## config.mk

```make
export PLATFORM = sky130hd
export DESIGN_NAME = ex_mem_reg
export DESIGN_NICKNAME = d
export VERILOG_FILES = /design/src/rtl/ex_mem_reg.sv
export SDC_FILE = /design/constraint.sdc
export NUM_CORES = 1
export LEC_CHECK = 0
export CAP_MARGIN = 15
export CORE_MARGIN = 4
export CORE_UTILIZATION = 41
export DETAILED_ROUTE_END_ITERATION = 7
export GPL_TIMING_DRIVEN = 0
export PLACE_DENSITY = 0.91
export SYNTH_ARGS = -nofsm -noshare
export SYNTH_HDL_FRONTEND = slang
export SYNTH_SLANG_ARGS = --single-unit
```

## constraint.sdc

```tcl
create_clock -name CLK -period 3.9 [get_ports CLK]
set_clock_uncertainty 0.15 [all_clocks]
set_input_delay 0.585 -clock CLK [delete_from_list [all_inputs] [get_ports CLK]]
set_output_delay 0.585 -clock CLK [all_outputs]
set_load 0.03 [all_outputs]
```

## src/rtl/ex_mem_reg.sv

```systemverilog
// EX/MEM pipeline register with stall, flush-to-bubble and a sticky HALTED state.
// Optional overflow trapping on ADD/SUB is enabled by defining OVF_TRAP_EN.
module ex_mem_reg (
  input  logic        CLK,
  input  logic        nRST,
  input  logic        ex_en,
  input  logic        flush,
  input  logic [31:0] alu_out_i,
  input  logic        zero_i,
  input  logic        negative_i,
  input  logic        overflow_i,
  input  logic [3:0]  aluop_i,
  input  logic [31:0] rdat2_i,
  input  logic [31:0] npc_i,
  input  logic [4:0]  wsel_i,
  input  logic        regwen_i,
  input  logic        dren_i,
  input  logic        dwen_i,
  input  logic        memtoreg_i,
  input  logic        halt_i,
  input  logic        valid_i,
  output logic [31:0] alu_out_o,
  output logic        zero_o,
  output logic        negative_o,
  output logic [31:0] rdat2_o,
  output logic [31:0] npc_o,
  output logic [4:0]  wsel_o,
  output logic        regwen_o,
  output logic        dren_o,
  output logic        dwen_o,
  output logic        memtoreg_o,
  output logic        halt_o,
`ifdef OVF_TRAP_EN
  output logic        ovf_exc_o,
`endif
  output logic        valid_o
);

  localparam int unsigned WORD_W  = 32;
  localparam int unsigned SEL_W   = 5;

  typedef enum logic {RUN = 1'b0, HALTED = 1'b1} state_e;

  typedef struct packed {
    logic [WORD_W-1:0] alu_out;
    logic              zero;
    logic              negative;
    logic [WORD_W-1:0] rdat2;
    logic [WORD_W-1:0] npc;
    logic [SEL_W-1:0]  wsel;
    logic              regwen;
    logic              dren;
    logic              dwen;
    logic              memtoreg;
    logic              halt;
    logic              valid;
`ifdef OVF_TRAP_EN
    logic              ovf_exc;
`endif
  } ex_mem_t;

  state_e  state_q, state_d;
  ex_mem_t pipe_q, pipe_d;
  logic    capture_c;
  logic    trap_c;

  // A capture happens only while running, not flushed and not stalled.
  assign capture_c = (state_q == RUN) && !flush && ex_en;

`ifdef OVF_TRAP_EN
  localparam int unsigned ALUOP_W = 4;
  localparam logic [ALUOP_W-1:0] ALU_ADD = 4'd2;
  localparam logic [ALUOP_W-1:0] ALU_SUB = 4'd3;
  assign trap_c = valid_i && overflow_i && ((aluop_i == ALU_ADD) || (aluop_i == ALU_SUB));
`else
  logic unused_ovf;
  assign trap_c     = 1'b0;
  assign unused_ovf = ^{overflow_i, aluop_i};
`endif

  always_ff @(posedge CLK or negedge nRST) begin
    if (!nRST) begin
      state_q <= RUN;
      pipe_q  <= '0;
    end else begin
      state_q <= state_d;
      pipe_q  <= pipe_d;
    end
  end

  // Only a valid halting entry parks the stage; reset is the sole exit.
  always_comb begin
    state_d = state_q;
    if (capture_c && valid_i && halt_i) begin
      state_d = HALTED;
    end
  end

  always_comb begin
    pipe_d = pipe_q;
    if ((state_q == RUN) && flush) begin
      pipe_d = '0;
    end else if (capture_c) begin
      pipe_d.alu_out  = alu_out_i;
      pipe_d.zero     = zero_i;
      pipe_d.negative = negative_i;
      pipe_d.rdat2    = rdat2_i;
      pipe_d.npc      = npc_i;
      pipe_d.wsel     = wsel_i;
      pipe_d.memtoreg = memtoreg_i;
      pipe_d.valid    = valid_i;
      pipe_d.halt     = valid_i & halt_i;
      // Invalid or trapped entries must not write; store beats load.
      pipe_d.regwen   = valid_i & regwen_i & ~trap_c;
      pipe_d.dwen     = valid_i & dwen_i & ~trap_c;
      pipe_d.dren     = valid_i & dren_i & ~dwen_i & ~trap_c;
`ifdef OVF_TRAP_EN
      pipe_d.ovf_exc  = trap_c;
`endif
    end
  end

  assign alu_out_o  = pipe_q.alu_out;
  assign zero_o     = pipe_q.zero;
  assign negative_o = pipe_q.negative;
  assign rdat2_o    = pipe_q.rdat2;
  assign npc_o      = pipe_q.npc;
  assign wsel_o     = pipe_q.wsel;
  assign regwen_o   = pipe_q.regwen;
  assign dren_o     = pipe_q.dren;
  assign dwen_o     = pipe_q.dwen;
  assign memtoreg_o = pipe_q.memtoreg;
  assign halt_o     = pipe_q.halt;
  assign valid_o    = pipe_q.valid;
`ifdef OVF_TRAP_EN
  assign ovf_exc_o  = pipe_q.ovf_exc;
`endif

endmodule

```

**After elaboration in Yosys (flattened, before gate mapping)**

Cells that the tools add are included.

- Divide/modulo/power cells: 0
- Equal/unequal tests: 0
- Shifts and indexed selects: 0
- Order comparisons: 0
- Bitwise gates (word level): 7
- Multiply operators: 0
- Reductions and logical operators: 7
- Add/sub/neg operators: 0
- Mux-type cells: 2

Operators by type and width:

| operator | count |
|---|---|
| 109-bit 2-to-1 mux | 2 |
| 1-bit bitwise AND | 5 |
| 1-bit logical AND | 5 |
| 1-bit NOT | 2 |
| 2-bit nonzero test | 1 |
| 1-bit zero test | 1 |

- Bits in registers: 110
- Latch bits: 0
- Memories: 0
- Bits in read-only memories: 0
- Memory bits (writable): 0
- Bits of input ports: 118
- Logic and storage cells: 29
- Output and inout port bits: 109

**Longest topological paths before layout**

Gate-level depths: netlist of run 1.

- Depth after elaboration: 5
- Depth in mapped cells: 5
- Gate-level depth less buffers: 2

**Worst setup path before layout of run 1**

Ideal clock, no wire load.

- Kind: input-to-reg
- Start point: input flush
- End point: register pipe_q, in the netlist rdat2_o[10]
- Setup time: 66 ps
- Setup slack: 2,374 ps
- Required time: 3,684 ps
- Data arrival time: 1,310 ps
- Stages: 4
- Cells stage by stage: nor3b_1 > buf_2 > buf_2 > a22o_1

- Cells in the longest elaborated chain, start to end: 4
- Elaborated cells on any way between the ends: 6

Ends and longest elaborated chain:

| item | line | RTL |
|---|---|---|
| start: declaration | 7 | `input logic flush,` |
| 1-bit zero test | 68 | `assign capture_c = (state_q == RUN) && !flush && ex_en;` |
| 1-bit logical AND (2 in a row) | 68 |  |
| 2-bit nonzero test (no source line) | - |  |
| end signal: assignment | 87 | `pipe_q <= pipe_d;` |
| end: declaration | 63 | `ex_mem_t pipe_q, pipe_d;` |

Parallel ways exist; a longest one is shown, timed or not.
A chain may end at the register's enable or synchronous reset.

**Final worst setup path of run 1**

- Start point: register pipe_q, in the netlist regwen_o
- End point: output regwen_o

RTL lines:

| item | line | RTL |
|---|---|---|
| end: declaration | 28 | `output logic regwen_o,` |

No word-level cell between the ends.

==> flow_metrics.env, run 1 <==
export IMPL_largest_buffer_count_on_any_clock_path=2
export IMPL_syn_cell_area_um2=3890
export IMPL_synthToLayoutAreaGrowth_pct=66.0
export IMPL_synth_top_cells_by_area="sky130_fd_sc_hd__dfrtp_1 (71%), sky130_fd_sc_hd__a22o_1 (24%), sky130_fd_sc_hd__buf_2 (1.8%)"
export IMPL_synth_seq_cells=110
export IMPL_postCtsSetupBuffers=0
export IMPL_switching_power_as_a_share_of_total_power=0.369
export IMPL_dp_slack_ps=1600
export IMPL_postSynthCellCount=247
export IMPL_startpoint_type_of_the_worst_setup_path="register"
export IMPL_critical_path_slowest_cell="sky130_fd_sc_hd__clkdlybuf4s50_1"
export IMPL_instances_no_fill=613
export IMPL_drt_iter0_markers=137
export IMPL_die_height_um=105
export IMPL_place_port_buffers=221
export IMPL_antenna_found_initial=0
export IMPL_worst_skew_pair_late_latency_ps=340
export IMPL_timing_critical_path_buf_inv=1
export IMPL_finalWorstPathRequiredPeriod_ps=2170
export IMPL_drt_antenna_violating_nets=0
export IMPL_worst_path_arrival_ps=1430
export IMPL_post_route_util=0.700
export IMPL_hp_class="primary input to async pin"
export IMPL_cts_resized=0
export IMPL_avgRoutedWirePerCell_um=19.3
export IMPL_worst_ir_drop_vdd_v=0.000378
export IMPL_clock_sink_count=110
export IMPL_initial_core_util=0.422
export IMPL_postLayoutCellArea_um2=6470
export IMPL_gp_routability_congestion=0.720
export IMPL_number_of_endpoints_with_negative_hold_slack_in_the_final_report=0
export IMPL_fmax_mhz=462
export IMPL_mapped_nets=365
export IMPL_power_report_internal_total_mw=2.41
export IMPL_rsz_0062_raised_after_global_routing="false"
export IMPL_grt_overflow=0
export IMPL_number_of_rows_created_at_floorplan=35
export IMPL_coreArea_um2=9240
export IMPL_diodes=0
export IMPL_detail_route_first_pass_iterations=4
export IMPL_worstMarginPinSlew_ps=777
export IMPL_clkTransAtPathRegs_ps=100
export IMPL_numCtsBuffers=9
export IMPL_kind_of_cell_with_the_highest_combined_delay_on_the_critical_path="buffers and inverters"
export IMPL_dp_cells=598
export IMPL_power_clock_fraction=0.162
export IMPL_first_global_vias=3483
export IMPL_dieArea_um2=11100
export IMPL_worst_setup_path_type="register to output port"
export IMPL_worst_path_max_fanout=2
export IMPL_hpwlAfterDp_mm=9.12
export IMPL_hold_buffers=0
export IMPL_num_io_pins=227
export IMPL_placed_cell_area_um2=6290
export IMPL_setup_worst_path_end_class="output port"
export IMPL_vias_per_cell=5.15
export IMPL_finalWorstSetupSlack_ps=1730
export IMPL_grt_max_degree=62
export IMPL_power_leakage_nw=2.88
export IMPL_crit_path_max_incr_delay_ps=700
export IMPL_synthesis_area_per_instance_um2=15.8
export IMPL_clockRootBuffer="sky130_fd_sc_hd__clkbuf_8"
export IMPL_slew_viol_final=0
export IMPL_combPwrFrac=0.431
export IMPL_yosysTopAreaCellShare=0.707
export IMPL_path_cells="clkdlybuf4s50_1"
export IMPL_sequential_to_total_area_share_from_yosys_stat=0.707
export IMPL_powerDensity_nw_per_um2=591
export IMPL_power_switching_mw=1.41
export IMPL_cts_tree="yes"
export IMPL_detailroute_via_count=3159
export IMPL_power_share_sequential=0.407
export IMPL_number_of_distinct_standard_cells_referenced_by_the_synthesized_netlist=10
export IMPL_yosysWarnings=0
export IMPL_cts_htree_levels=3
export IMPL_final_setup_violations=0
export IMPL_layout_worst_path_cycle_share=0.555
export IMPL_share_of_cells_above_drive_strength_1=0.0847
export IMPL_synth_area_leader_cell="sky130_fd_sc_hd__dfrtp_1"
export IMPL_finalNetCount=598
export IMPL_grt_pass1_wl_mm=18.8
export IMPL_total_routing_usage_reported_by_global_routing=0.216
export IMPL_wirelength_mm=11.8
export IMPL_dieWidth_um=105
export IMPL_outcome="completed"
export IMPL_max_slew_margin=0.482
export IMPL_remaining_drc_errors=0
export IMPL_cp_required_ps=3160
export IMPL_max_cap_violations=0
flip-flops by register name, summed over array words and instances, names as in the netlist:
signal      count
alu_out_o      32
dwen_o          1
regwen_o        1
wsel_o          5
dren_o          1
halt_o          1
memtoreg_o      1
rdat2_o        32
valid_o         1
state_q         1
npc_o          32
zero_o          1
negative_o      1
Yosys cell counts (all sizes together):
| cell | number |
|---|---|
| dfrtp | 110 |
| o21bai | 1 |
| nor2b | 1 |
| a32o | 4 |
| a31o | 1 |
| a22o | 105 |
| nor3b | 1 |
| buf | 24 |
final cells by class:
cell class | count | area [um^2]
well taps | 129 | 161
flip-flops and latches | 110 | 2750
clock inverters | 4 | 32.5
plain buffers | 24 | 153
clock buffers | 11 | 141
multi-input cells | 113 | 990
fillers | 649 | 2770
repair buffers | 222 | 2240
metrics by stage:
stage	TNS, ps	total power [mW]	hold slack, ps
2_1_floorplan	0	2.43	139
3_3_place_gp	-202510	3.19	323
3_5_place_dp	0	3.23	337
4_1_cts	0	3.86	169
5_1_grt	0	4.01	199
6_report	0	3.82	151
path summary, 6_finish.rpt:
kind	from	to	slack (ps)	cells past startpoint
worst max-delay path	regwen_o	regwen_o	1730	1
worst min register to register	dwen_o	dwen_o	350	1
worst min-delay path	nRST	npc_o[28]	150	1
max in group asynchronous	nRST	rdat2_o[27]	2730	2
worst max register to register	state_q	rdat2_o[17]	2270	4
min in group CLK	dwen_o	dwen_o	350	1
cells by family (layout without fill, tap and decap cells):
logic type,Yosys count,count (layout),synth area share
buf+inv,24,261,0.0392
compound gates,111,111,0.251
simple gates,2,2,0.00354
flops,110,110,0.707
cell usage in the layout (no fill, tap or decap), types with 2 or more instances in the layout:
cell type                         netlist  final
sky130_fd_sc_hd__dfrtp_1              110    110
sky130_fd_sc_hd__buf_4                  8      9
sky130_fd_sc_hd__clkdlybuf4s50_1        0    220
sky130_fd_sc_hd__buf_2                 14     14
sky130_fd_sc_hd__a32o_1                 4      4
sky130_fd_sc_hd__clkinvlp_4             0      2
sky130_fd_sc_hd__clkbuf_8               0     10
sky130_fd_sc_hd__buf_6                  2      2
sky130_fd_sc_hd__a22o_1               105    105
metal layers:
metal / vias up / GRT usage / wire length, um
met1: 1569 / 0.267 / 4770
li1: 1417 / - / -
met5: - / 0 / 0
met2: 154 / 0.359 / 5830
met3: 19 / 0.0674 / 988
met4: 0 / 0.0731 / 241
power groups by stage:
stage / registers, mW / clock network, mW / logic, mW
final: 1.55 / 0.620 / 1.65
after global routing: 1.59 / 0.695 / 1.73
after CTS: 1.56 / 0.641 / 1.67
after detailed placement: 1.57 / 0 / 1.66
after global placement: 1.56 / 0 / 1.63
after floorplan: 2.08 / 0 / 0.342
No activity file was read; power rests on OpenSTA's default activity.
==> run 2: changes to the inputs <==
--- a/config.mk
+++ b/config.mk
@@ -7,10 +7,10 @@
 export LEC_CHECK = 0
 export CAP_MARGIN = 15
 export CORE_MARGIN = 4
-export CORE_UTILIZATION = 41
+export CORE_UTILIZATION = 34
 export DETAILED_ROUTE_END_ITERATION = 7
 export GPL_TIMING_DRIVEN = 0
-export PLACE_DENSITY = 0.91
+export PLACE_DENSITY = 0.81
 export SYNTH_ARGS = -nofsm -noshare
 export SYNTH_HDL_FRONTEND = slang
 export SYNTH_SLANG_ARGS = --single-unit
==> constraint.sdc (replaced) <==
create_clock -name CLK -period 1.78 [get_ports CLK]
set_clock_uncertainty 0.15 [all_clocks]
set_input_delay 0.267 -clock CLK [delete_from_list [all_inputs] [get_ports CLK]]
set_output_delay 0.267 -clock CLK [all_outputs]
set_load 0.03 [all_outputs]
==> run 2 against run 1 <==
Net effect: non-clock buffer count is 1 higher; critical endpoint is now rdat2_o[7]; largest cell class unchanged; cell count grew 2.1%; clock power rose to 3.5 times the previous value.
==> flow_metrics.env, run 2 (synthesis gave the netlist of run 1 again) <==
export IMPL_clkTransAtPathRegs_ps=70
export IMPL_fmax_mhz=625
export IMPL_met3_usage=0.0837
export IMPL_crit_path_max_incr_delay_ps=480
export IMPL_startpoint_type_of_the_worst_setup_path="primary input"
export IMPL_path_cells="clkdlybuf4s50_1, nor3b_1, buf_2, buf_2, a22o_1"
export IMPL_total_routing_usage_reported_by_global_routing=0.183
export IMPL_hpwlAfterDp_mm=8.97
export IMPL_number_of_endpoints_with_negative_hold_slack_in_the_final_report=0
export IMPL_drt_antenna_violating_nets=0
export IMPL_worst_skew_pair_late_latency_ps=350
export IMPL_groute_layer_met2_usage=0.304
export IMPL_clockRootBuffer="sky130_fd_sc_hd__clkbuf_16"
export IMPL_cts_tree="yes"
export IMPL_final_cell_mix="sky130_fd_sc_hd__clkdlybuf4s50_1 (111), sky130_fd_sc_hd__dfrtp_1 (110), sky130_fd_sc_hd__dlygate4sd2_1 (109), sky130_fd_sc_hd__a22o_1 (105), sky130_fd_sc_hd__buf_2 (14)"
export IMPL_worst_setup_path_type="primary input to register"
export IMPL_p_total_mw=8.73
export IMPL_r2r_end="rdat2_o[7]"
export IMPL_vias_per_cell=5.02
export IMPL_first_global_vias=3450
export IMPL_num_io_pins=227
export IMPL_postCtsSetupBuffers=0
export IMPL_die_height_um=115
export IMPL_timing_critical_path_buf_inv=3
export IMPL_layout_commonest_cell="sky130_fd_sc_hd__clkdlybuf4s50_1"
export IMPL_rsz_0062_raised_after_global_routing="false"
export IMPL_kind_of_cell_with_the_highest_combined_delay_on_the_critical_path="buffers and inverters"
export IMPL_coreArea_um2=11000
export IMPL_worst_r2r_startpoint="state_q"
export IMPL_final_setup_violations=0
export IMPL_synthToLayoutAreaGrowth_pct=66.8
export IMPL_setup_worst_path_end_class="register"
export IMPL_clock_sink_count=110
export IMPL_finalNetCount=599
export IMPL_timing_critical_path_mode_cell="sky130_fd_sc_hd__buf_2"
export IMPL_filler_cell_count=935
export IMPL_numCtsBuffers=9
export IMPL_place_port_buffers=221
export IMPL_gr_max_usage_layer="met2"
export IMPL_largest_buffer_count_on_any_clock_path=2
export IMPL_dp_cells=609
export IMPL_power_leakage_nw=3.38
export IMPL_grt_overflow=0
export IMPL_reg2reg_setup_slack_ps=180
export IMPL_cp_required_ps=1920
export IMPL_remaining_drc_errors=0
export IMPL_critical_path_slowest_cell="sky130_fd_sc_hd__clkdlybuf4s50_1"
export IMPL_finalWorstPathRequiredPeriod_ps=1600
export IMPL_detailroute_via_count=3141
export IMPL_diodes=0
export IMPL_worst_r2r_cell_count=4
export IMPL_dieWidth_um=115
export IMPL_worstMarginPinSlew_ps=609
export IMPL_max_slew_margin=0.594
export IMPL_share_of_cells_above_drive_strength_1=0.0823
export IMPL_worst_ir_drop_vdd_v=0.000898
export IMPL_grt_max_degree=65
export IMPL_antenna_found_initial=0
export IMPL_detail_route_first_pass_iterations=4
export IMPL_drt_iter0_markers=147
export IMPL_dieArea_um2=13200
export IMPL_initial_core_util=0.353
export IMPL_avgRoutedWirePerCell_um=18.9
export IMPL_hp_class="primary input to async pin"
export IMPL_instances_no_fill=626
export IMPL_dp_slack_ps=-197
export IMPL_finalWorstSetupSlack_ps=180
export IMPL_wirelength_mm=11.9
export IMPL_powerDensity_nw_per_um2=1340
export IMPL_gp_routability_congestion=0.761
export IMPL_slew_viol_final=0
export IMPL_max_cap_violations=0
export IMPL_outcome="completed"
export IMPL_worst_path_arrival_ps=1740
export IMPL_number_of_rows_created_at_floorplan=38
export IMPL_grt_pass1_wl_mm=18.6
export IMPL_groute_layer_met1_usage=0.217
export IMPL_layout_worst_path_cycle_share=0.899
export IMPL_worst_path_max_fanout=10
export IMPL_cts_htree_levels=3
==> run 2: cell count changes in the layout (fill, tap and decap cells not counted), sizes merged <==
cell | before | now
clkbuf | 11 | 13
dlygate4sd3 | 0 | 1
clkdlybuf4s50 | 220 | 111
dlygate4sd2 | 0 | 109
clkinv | 1 | 0
clkinvlp | 2 | 1
inv | 1 | 0
bufinv | 0 | 2
==> run 2: where the power goes <==
| part | internal [mW] | switching, mW |
|---|---|---|
| clock network | 1.27 | 0.877 |
| logic | 1.26 | 1.94 |
| registers | 3.07 | 0.313 |
| total | 5.60 | 3.13 |
==> run 2: per-stage QoR <==
| step | cell area (um^2) | setup TNS [ps] | hold slack (ps) | utilization |
|---|---|---|---|---|
| 2_1_floorplan | 3890 | 0 | -179 | - |
| 3_3_place_gp | 6280 | -416810 | 324 | 0.570 |
| 3_5_place_dp | 6310 | -12340 | 166 | 0.572 |
| 4_1_cts | 6500 | 0 | 318 | 0.589 |
| 5_1_grt | 6500 | 0 | 348 | 0.589 |
| 6_report | 6500 | 0 | 303 | 0.589 |
==> run 2: cell type report <==
class / count / area, um^2 / area share
Timing Repair Buffer: 223 / 2110 / 0.325
Buffer: 24 / 153 / 0.0235
Clock inverter: 3 / 67.6 / 0.0104
Sequential cell: 110 / 2750 / 0.424
Clock buffer: 13 / 250 / 0.0385
Multi-Input combinational cell: 113 / 990 / 0.152
Tap cell: 140 / 175 / 0.0270
==> run 2: worst max-delay path by stage <==
| stage | from | endpoint | slack (ps) | cells past startpoint |
|---|---|---|---|---|
| finish | ex_en | rdat2_o[7] | 180 | 5 |
| floorplan | state_q | alu_out_o[10] | 390 | 5 |
| global placement | nRST | npc_o[25] | -3680 | 1 |
| detailed placement | ex_en | rdat2_o[13] | -200 | 5 |
| global route | state_q | rdat2_o[10] | 50 | 4 |
| CTS | state_q | rdat2_o[7] | 140 | 4 |
==> run 2: what timing repair did <==
item	CTS	global route
endpoints found under the setup margin	109	0
resized for setup	109	0
hold buffers	1	0
endpoints found under the hold margin	46	0
==> run 2: layer usage <==
layer  vias to the layer above  wire, um  part of all wire
met5                         -         0                 0
met4                         0       131             0.011
met3                        12      1230              0.10
met2                       147      5750              0.49
met1                      1551      4740              0.40
li1                       1431         -                 -
==> run 3: changes to the inputs <==
--- a/config.mk
+++ b/config.mk
@@ -6,8 +6,10 @@
 export NUM_CORES = 1
 export LEC_CHECK = 0
 export CAP_MARGIN = 15
+export CELL_PAD_IN_SITES_DETAIL_PLACEMENT = 1
+export CELL_PAD_IN_SITES_GLOBAL_PLACEMENT = 1
 export CORE_MARGIN = 4
-export CORE_UTILIZATION = 34
+export CORE_UTILIZATION = 26
 export DETAILED_ROUTE_END_ITERATION = 7
 export GPL_TIMING_DRIVEN = 0
 export PLACE_DENSITY = 0.81
==> run 3 against run 2 <==
Net effect: worst setup slack got worse by 27 ps; non-clock buffer count is the same; largest power group unchanged; register-to-register slack worse by 30 ps; critical path depth unchanged; first-iteration DRC count is 37% lower; fmax shrank 1.6%; clock power fell by 13%; sequential share of layout area down 0.081 points; highest routed layer unchanged; critical endpoint is now rdat2_o[23]; via count up 1.6%; power decreased by 2.5%.
==> flow_metrics.env, run 3 (synthesis gave the netlist of run 1 again) <==
export IMPL_final_cell_mix="sky130_fd_sc_hd__clkdlybuf4s50_1 (111), sky130_fd_sc_hd__dfrtp_1 (110), sky130_fd_sc_hd__dlygate4sd2_1 (109), sky130_fd_sc_hd__a22o_1 (105), sky130_fd_sc_hd__buf_2 (14)"
export IMPL_worst_path_arrival_ps=1750
export IMPL_place_port_buffers=221
export IMPL_startpoint_type_of_the_worst_setup_path="primary input"
export IMPL_grt_overflow=0
export IMPL_powerDensity_nw_per_um2=1310
export IMPL_outcome="completed"
export IMPL_max_cap_violations=0
export IMPL_wl_met3_mm=1.28
export IMPL_drt_iter0_markers=93
export IMPL_grt_max_degree=60
export IMPL_remaining_drc_errors=0
export IMPL_final_setup_violations=0
export IMPL_fmax_mhz=615
export IMPL_dieWidth_um=130
export IMPL_dr_wl_met2_mm=6.55
export IMPL_initial_core_util=0.267
export IMPL_detailroute_via_count=3192
export IMPL_cp_required_ps=1910
export IMPL_antenna_found_initial=0
export IMPL_finalWorstSetupSlack_ps=154
export IMPL_cts_tree="yes"
export IMPL_wirelength_mm=13.5
export IMPL_synthToLayoutAreaGrowth_pct=67.2
export IMPL_gp_routability_congestion=0.772
export IMPL_numCtsBuffers=9
export IMPL_worst_skew_pair_late_latency_ps=340
export IMPL_vias_per_cell=4.76
export IMPL_dieArea_um2=17000
export IMPL_hpwlAfterDp_mm=10.3
export IMPL_number_of_endpoints_with_negative_hold_slack_in_the_final_report=0
export IMPL_num_io_pins=227
export IMPL_diodes=0
export IMPL_critical_path_slowest_cell="sky130_fd_sc_hd__clkdlybuf4s50_1"
export IMPL_largest_buffer_count_on_any_clock_path=2
export IMPL_clockRootBuffer="sky130_fd_sc_hd__clkbuf_16"
export IMPL_postLayoutCellArea_um2=6510
export IMPL_number_of_rows_created_at_floorplan=44
export IMPL_topRoutingLayerUsed="met4"
export IMPL_grt_pass1_wl_mm=20.4
export IMPL_avgRoutedWirePerCell_um=20.1
export IMPL_layout_commonest_cell="sky130_fd_sc_hd__clkdlybuf4s50_1"
export IMPL_first_global_vias=3642
export IMPL_clock_sink_count=110
export IMPL_clkTransAtPathRegs_ps=70
export IMPL_finalWorstPathRequiredPeriod_ps=1630
export IMPL_dp_slack_ps=-244
export IMPL_filler_cell_count=1528
export IMPL_power_leakage_nw=3.35
export IMPL_total_routing_usage_reported_by_global_routing=0.155
export IMPL_die_height_um=130
export IMPL_share_of_cells_above_drive_strength_1=0.0885
export IMPL_coreArea_um2=14600
export IMPL_finalNetCount=599
export IMPL_met1Wirelength_mm=5.48
export IMPL_cts_htree_levels=3
export IMPL_p_total_mw=8.51
export IMPL_worst_path_max_fanout=10
export IMPL_detail_route_first_pass_iterations=4
export IMPL_crit_path_max_incr_delay_ps=470
export IMPL_placed_cell_area_um2=6360
export IMPL_drt_antenna_violating_nets=0
export IMPL_worst_ir_drop_vdd_v=0.000488
export IMPL_max_slew_margin=0.538
export IMPL_path_cells="clkdlybuf4s50_1, nor3b_1, buf_2, buf_2, a22o_1"
export IMPL_hp_class="register to register"
export IMPL_slew_viol_final=0
export IMPL_setup_worst_path_end_class="register"
export IMPL_layout_worst_path_cycle_share=0.914
export IMPL_worstMarginPinSlew_ps=693
export IMPL_worst_setup_path_type="primary input to register"
export IMPL_rsz_0062_raised_after_global_routing="false"
export IMPL_timing_critical_path_mode_cell="sky130_fd_sc_hd__buf_2"
[run 3: final timing paths]
path / to / startpoint / slack [ps] / cells after the start
min: dren_o / dren_o / 350 / 1
max: rdat2_o[23] / ex_en / 150 / 5
min reg2reg: dren_o / dren_o / 350 / 1
max in group asynchronous: npc_o[20] / nRST / 390 / 3
min in group asynchronous: alu_out_o[18] / nRST / 360 / 2
max reg2reg: rdat2_o[23] / state_q / 150 / 4
[run 3: cell type report]
type	instances	area (um^2)	share of cell area
clock buffers	9	225	0.0346
multi-input cells	113	990	0.152
repair buffers	223	2110	0.324
plain buffers	24	153	0.0234
well taps	184	230	0.0354
flip-flops and latches	110	2750	0.423
clock inverters	7	50.0	0.00769
[run 3: report_power, final]
part	leakage (nW)	internal [mW]	switching, mW
registers	1.47	3.07	0.327
logic	1.76	1.26	1.98
clock network	0.128	0.953	0.922
[run 3: per-layer routing]
metal | up-vias | track usage
li1 | 1424 | -
met1 | 1610 | 0.184
met2 | 147 | 0.269
met3 | 11 | 0.0504
met4 | 0 | 0.0490
met5 | - | 0
[run 3: repair_timing]
action                                 CTS  global route
endpoints found under the hold margin   51             0
setup endpoints to repair              109             0
buffers inserted                         0             0
resized for setup                      109             0
hold buffers                             1             0
[run 3: critical path, delay by kind of cell]
family	cells	cell delay (ps)
buf+inv	3	1080
compound gates	1	170
simple gates	1	220
[run 3: through the flow]
stage,cells,utilization,hold slack (ps),setup TNS [ps]
finish,670,0.446,351,0
global placement,652,0.434,325,-417430
CTS,670,0.446,351,0
global route,670,0.446,360,0
detailed placement,653,0.436,197,-15190
floorplan,247,-,-179,0
